===== src/rtl/riscv_opcodes_pkg.sv =====
// Shared RV32I types: register index, the x0 constant and the operand
// forwarding source encoding used by the ID operand-fetch stage.
package riscv_opcodes_pkg;

  typedef logic [4:0] rsd_t;

  localparam rsd_t zero = 5'd0;

  // Number of source operands fetched per instruction (rs1, rs2)
  localparam int NUM_OPS = 2;

  // Which source an operand was taken from; kept visible for debug/coverage
  typedef enum logic [2:0] {
    FWD_ZERO,
    FWD_EX,
    FWD_MEM,
    FWD_WB,
    FWD_SHADOW,
    FWD_RF
  } fwd_sel_e;

endpackage


===== src/rtl/riscv_operand_mux.sv =====
// One source operand: held index/use bit, a shadow of WB data that lands
// while the instruction waits in ID, and the bypass priority select.
module riscv_operand_mux
  import riscv_opcodes_pkg::*;
#(
  parameter int XLEN = 32
) (
  input  logic            clk,
  input  logic            rst,
  input  logic            sample_i,
  input  rsd_t            src_i,
  input  logic            use_i,
  input  logic            ex_fwd_i,
  input  rsd_t            ex_dst_i,
  input  logic [XLEN-1:0] ex_data_i,
  input  logic            mem_we_i,
  input  rsd_t            mem_dst_i,
  input  logic [XLEN-1:0] mem_data_i,
  input  logic            rf_we_i,
  input  rsd_t            rf_dst_i,
  input  logic [XLEN-1:0] rf_dst_d_i,
  input  logic [XLEN-1:0] rf_q_i,
  output rsd_t            src_o,
  output logic            use_o,
  output logic [XLEN-1:0] op_o
);

  rsd_t            src_q;
  logic            use_q;
  logic            sh_vld;
  logic [XLEN-1:0] sh_data;
  fwd_sel_e        sel;

  // WB hit against the index being loaded this edge (sample) or the held one
  logic wb_new_hit, wb_held_hit;
  assign wb_new_hit  = rf_we_i && (rf_dst_i == src_i) && (src_i != zero);
  assign wb_held_hit = rf_we_i && (rf_dst_i == src_q) && (src_q != zero);

  // Index/use capture and shadow tracking; a newer WB write overwrites the shadow
  always_ff @(posedge clk) begin
    if (rst) begin
      src_q   <= zero;
      use_q   <= 1'b0;
      sh_vld  <= 1'b0;
      sh_data <= '0;
    end else if (sample_i) begin
      src_q  <= src_i;
      use_q  <= use_i;
      sh_vld <= wb_new_hit;
      if (wb_new_hit) sh_data <= rf_dst_d_i;
    end else if (wb_held_hit) begin
      sh_vld  <= 1'b1;
      sh_data <= rf_dst_d_i;
    end
  end

  // Forwarding priority: x0, EX (non-load), MEM, WB, shadow, RF read data
  always_comb begin
    sel = FWD_RF;
    if (src_q == zero)                            sel = FWD_ZERO;
    else if (ex_fwd_i && (ex_dst_i == src_q))     sel = FWD_EX;
    else if (mem_we_i && (mem_dst_i == src_q))    sel = FWD_MEM;
    else if (rf_we_i && (rf_dst_i == src_q))      sel = FWD_WB;
    else if (sh_vld)                              sel = FWD_SHADOW;
  end

  // Data path driven by the select
  always_comb begin
    op_o = rf_q_i;
    case (sel)
      FWD_ZERO:   op_o = '0;
      FWD_EX:     op_o = ex_data_i;
      FWD_MEM:    op_o = mem_data_i;
      FWD_WB:     op_o = rf_dst_d_i;
      FWD_SHADOW: op_o = sh_data;
      default:    op_o = rf_q_i;
    endcase
  end

  assign src_o = src_q;
  assign use_o = use_q;

endmodule


===== src/rtl/riscv_id_operand_fetch.sv =====
// ID operand-fetch stage: merges synchronous RF read data with EX/MEM/WB
// bypasses, detects load-use hazards and registers operands into EX.
module riscv_id_operand_fetch
  import riscv_opcodes_pkg::*;
#(
  parameter int XLEN = 32
) (
  input  logic            clk,
  input  logic            rst,
  input  logic            pd_stall_i,
  input  logic            id_stall_i,
  input  logic            pd_valid_i,
  input  rsd_t            rf_src1_i,
  input  rsd_t            rf_src2_i,
  input  logic            use_rs1_i,
  input  logic            use_rs2_i,
  input  logic [XLEN-1:0] rf_src1_q_o,
  input  logic [XLEN-1:0] rf_src2_q_o,
  input  logic            ex_we_i,
  input  logic            ex_is_load_i,
  input  rsd_t            ex_dst_i,
  input  logic [XLEN-1:0] ex_data_i,
  input  logic            mem_we_i,
  input  rsd_t            mem_dst_i,
  input  logic [XLEN-1:0] mem_data_i,
  input  logic            rf_we_i,
  input  rsd_t            rf_dst_i,
  input  logic [XLEN-1:0] rf_dst_d_i,
  output logic [XLEN-1:0] ex_op1_o,
  output logic [XLEN-1:0] ex_op2_o,
  output logic            ex_valid_o,
  output logic            load_use_stall_o
);

  logic                          id_valid;
  logic                          sample;
  logic                          ex_fwd;
  rsd_t [NUM_OPS-1:0]            src_new, src_q;
  logic [NUM_OPS-1:0]            use_new, use_q, lu_hit;
  logic [NUM_OPS-1:0][XLEN-1:0]  rf_q, op;

  assign src_new = {rf_src2_i, rf_src1_i};
  assign use_new = {use_rs2_i, use_rs1_i};
  assign rf_q    = {rf_src2_q_o, rf_src1_q_o};
  assign sample  = ~pd_stall_i & ~load_use_stall_o;
  // A load's EX result is not data yet, so only non-loads bypass from EX
  assign ex_fwd  = ex_we_i & ~ex_is_load_i;

  for (genvar g = 0; g < NUM_OPS; g++) begin : g_op
    riscv_operand_mux #(.XLEN(XLEN)) u_mux (
      .clk       (clk),
      .rst       (rst),
      .sample_i  (sample),
      .src_i     (src_new[g]),
      .use_i     (use_new[g]),
      .ex_fwd_i  (ex_fwd),
      .ex_dst_i  (ex_dst_i),
      .ex_data_i (ex_data_i),
      .mem_we_i  (mem_we_i),
      .mem_dst_i (mem_dst_i),
      .mem_data_i(mem_data_i),
      .rf_we_i   (rf_we_i),
      .rf_dst_i  (rf_dst_i),
      .rf_dst_d_i(rf_dst_d_i),
      .rf_q_i    (rf_q[g]),
      .src_o     (src_q[g]),
      .use_o     (use_q[g]),
      .op_o      (op[g])
    );
  end

  // Load in EX targeting a register the ID instruction actually reads
  always_comb begin
    lu_hit = '0;
    for (int i = 0; i < NUM_OPS; i++)
      lu_hit[i] = use_q[i] && (ex_dst_i == src_q[i]);
    load_use_stall_o = id_valid && ex_we_i && ex_is_load_i &&
                       (ex_dst_i != zero) && (|lu_hit);
  end

  // ID valid bit follows the index sample
  always_ff @(posedge clk) begin
    if (rst)         id_valid <= 1'b0;
    else if (sample) id_valid <= pd_valid_i;
  end

  // EX operand registers: hold on ID stall, bubble on load-use
  always_ff @(posedge clk) begin
    if (rst) begin
      ex_op1_o   <= '0;
      ex_op2_o   <= '0;
      ex_valid_o <= 1'b0;
    end else if (!id_stall_i) begin
      if (load_use_stall_o) begin
        ex_valid_o <= 1'b0;
      end else begin
        ex_op1_o   <= op[0];
        ex_op2_o   <= op[1];
        ex_valid_o <= id_valid;
      end
    end
  end

endmodule


===== config.mk =====
export PLATFORM = sky130hd
export DESIGN_NAME = riscv_id_operand_fetch
export DESIGN_NICKNAME = d
export VERILOG_FILES = /design/src/rtl/riscv_opcodes_pkg.sv /design/src/rtl/riscv_operand_mux.sv /design/src/rtl/riscv_id_operand_fetch.sv
export SDC_FILE = /design/constraint.sdc
export NUM_CORES = 1
export LEC_CHECK = 0
export ABC_AREA = 1
export CAP_MARGIN = 40
export CORE_MARGIN = 3
export CORE_UTILIZATION = 45
export DETAILED_ROUTE_END_ITERATION = 7
export DONT_BUFFER_PORTS = 1
export PLACE_DENSITY = 0.67
export SYNTH_ARGS = -nofsm -noshare
export SYNTH_HDL_FRONTEND = slang
export SYNTH_HIERARCHICAL = 1
export SYNTH_SLANG_ARGS = --single-unit

===== constraint.sdc =====
create_clock -name clk -period 5.9 [get_ports clk]
set_clock_uncertainty 0.05 [all_clocks]
set_input_delay 1.18 -clock clk [delete_from_list [all_inputs] [get_ports clk]]
set_output_delay 1.18 -clock clk [all_outputs]
set_load 0.05 [all_outputs]

==> reports/metrics.cfg <==
[drt]
vias_per_cell = 5.712
drc = 0
drtIter0Drc = 1300
routedWlPerCell_um = 19.76
drt_pre_antenna_iters = 5
vias = 11210
routed_wirelength_mm = 38.79
drtAntennaViolNets = 0

[timing]
rsz0062_at_grt = false
min_period_over_period_pct = 65.87
worstMarginPinSlew_ps = 918.3
tns_ps = 0
layout_setup_ws_ps = 2014
max_freq_ghz = 0.2573
timing.hold.ws_ps = 483.4
slew_violations = 0
hold_violations = 0
fin_crit_ps = 3886
setup-violations-final = 0
slew_headroom_pct = 38.78

[hold_path]
min_path_type = reg2reg

[place]
portBuffers = 0
dpl.hpwl_mm = 27.72
place_ws_ps = 1605
gp_congestion = 0.9519

[floorplanning]
io_pins = 262
die_y_um = 155.9
die_w_um = 155.9
start_util_pct = 46.05
core_sq_um = 21960
fp.dieArea_sq_um = 24310
std_cell_rows = 54

[global_routing]
track_usage_pct = 30.82
grt_pass1_wl_mm = 58.64
grt_antenna_before_repair = 1
overflow = 0
grt_pass1_vias = 10220
grt_max_degree = 96

[cts]
cts_setup_buffers = 0
clock-sinks = 144
ctsHoldBuffers = 0
cts.path.max_buffers = 2
numCtsBuffers = 17
clk_pin_slew_ps = 60
htree_num_levels = 4
cts-root-buf = clkbuf_16
insertion_delay_ps = 420
cts_tree = built
cts-resized-gates = 0

[run]
cap_violations = 0

[setup_path]
required_ps = 6210
arrival_ps = 4200
cp_max_fo = 37
worstSetupStartpointType = primary input
crit_type = in2reg
end_kind = register

[layout]
drive_above_1_share_pct = 8.383
layout.nets = 1865
synthToLayoutAreaGrowth_pct = 7.015
finish.utilization_pct = 49.28
final_cell_mix = nand2_1, nand3_1, nor2_1, dfxtp_1, inv_1
layout_commonest_cell = nand2_1

[synth]
syn_area_sq_um = 10110
synth_seq_area_share_pct = 28.51
yosys_warnings = 6
netlist_instances = 1745
synth_cell_types = 23
syn_nets = 1941
synth_seq_cells = 144
syn_avg_cell_area_sq_um = 5.795

[pwr]
peakVddDrop_uv = 179.6
powerDensity_nw_per_um2 = 256.3
p_leak_nw = 5.698
power.total_w = 0.002774

[outcome]
status = complete, no violations

[critical path: stages]
cell,delay (ps)
inv_1,90
nand2_1,60
nand2_1,70
nor2_1,50
nand3_1,80
nand2_1,90
nand2_4,320
nand2_1,120
inv_1,370
inv_1,230
nand2_2,560
and2_2,610
buf_16,240
nor2_2,50
nor2_1,80
[path summary, 6_finish.rpt]
check / end / slack (ps) / start / depth (start not counted)
max: g_op[1].u_mux/sh_data[11] / 2010 / ex_dst_i[3] / 15
min: g_op[0].u_mux/use_o / 480 / g_op[0].u_mux/use_o / 2
max reg2reg: g_op[1].u_mux/sh_data[11] / 2280 / g_op[1].u_mux/src_o[3] / 14
min reg2reg: g_op[0].u_mux/use_o / 480 / g_op[0].u_mux/use_o / 2
[metal layers]
metal / vias to the layer above / share of wire, % / track usage, %
met5: - / 0 / 0
li1: 5435 / - / -
met2: 572 / 46 / 50.97
met1: 5137 / 39 / 37.79
met4: 0 / 3.3 / 10.77
met3: 68 / 12 / 9.958
[where the power goes]
part | switching, W | internal (W)
clock | 0.000440 | 0.000666
sequential | 0.000171 | 0.00103
combinational | 0.000320 | 0.000149
[kinds of logic after synthesis]
logic type	share of synthesized area [%]
AO/OA/AOI/OAI	4.924
buffers and inverters	11.21
AND/OR/NAND/NOR	55.01
XOR/XNOR	0.3464
flip-flops	28.51
[Yosys cell counts, drive strengths merged]
library cell	number	area, sq um
inv	138	518.0
o22ai	2	12.51
nand3	269	1346
nand4	68	425.4
dfxtp	144	2883
and2	2	12.51
nand2	526	1982
a21oi	81	420.4
nor2	304	1276
xnor2	4	35.03
nor3	6	40.04
nand3b	64	480.5
buf	53	349.1
clkbuf	71	266.5
o21ai	13	65.06
[area by class of cell]
type                       instances  area, sq um
tap                              280        350.3
timing repair buffer              29        342.8
inverter                         138        520.5
antenna                            1        2.502
sequential                       144         2883
multi-input combinational       1339         6128
clock inverter                    13        161.4
clock buffer                      19        432.9
fill                            2336        11140
[per-stage QoR]
step	area, sq um	instances
floorplan	10110	1745
global placement	10050	1923
detailed placement	10220	1930
CTS	10820	1962
global route	10820	1963
finish	10820	1963
[registers in the layout, summed over array words and instances, names as in the netlist]
register and cells:
id_valid 1, g_op.u_mux/src_o 10, ex_op2_o 32, g_op.u_mux/use_o 2, ex_op1_o 32, ex_valid_o 1, g_op.u_mux/sh_vld 2, g_op.u_mux/sh_data 64
(Power assumes the default switching activity.)
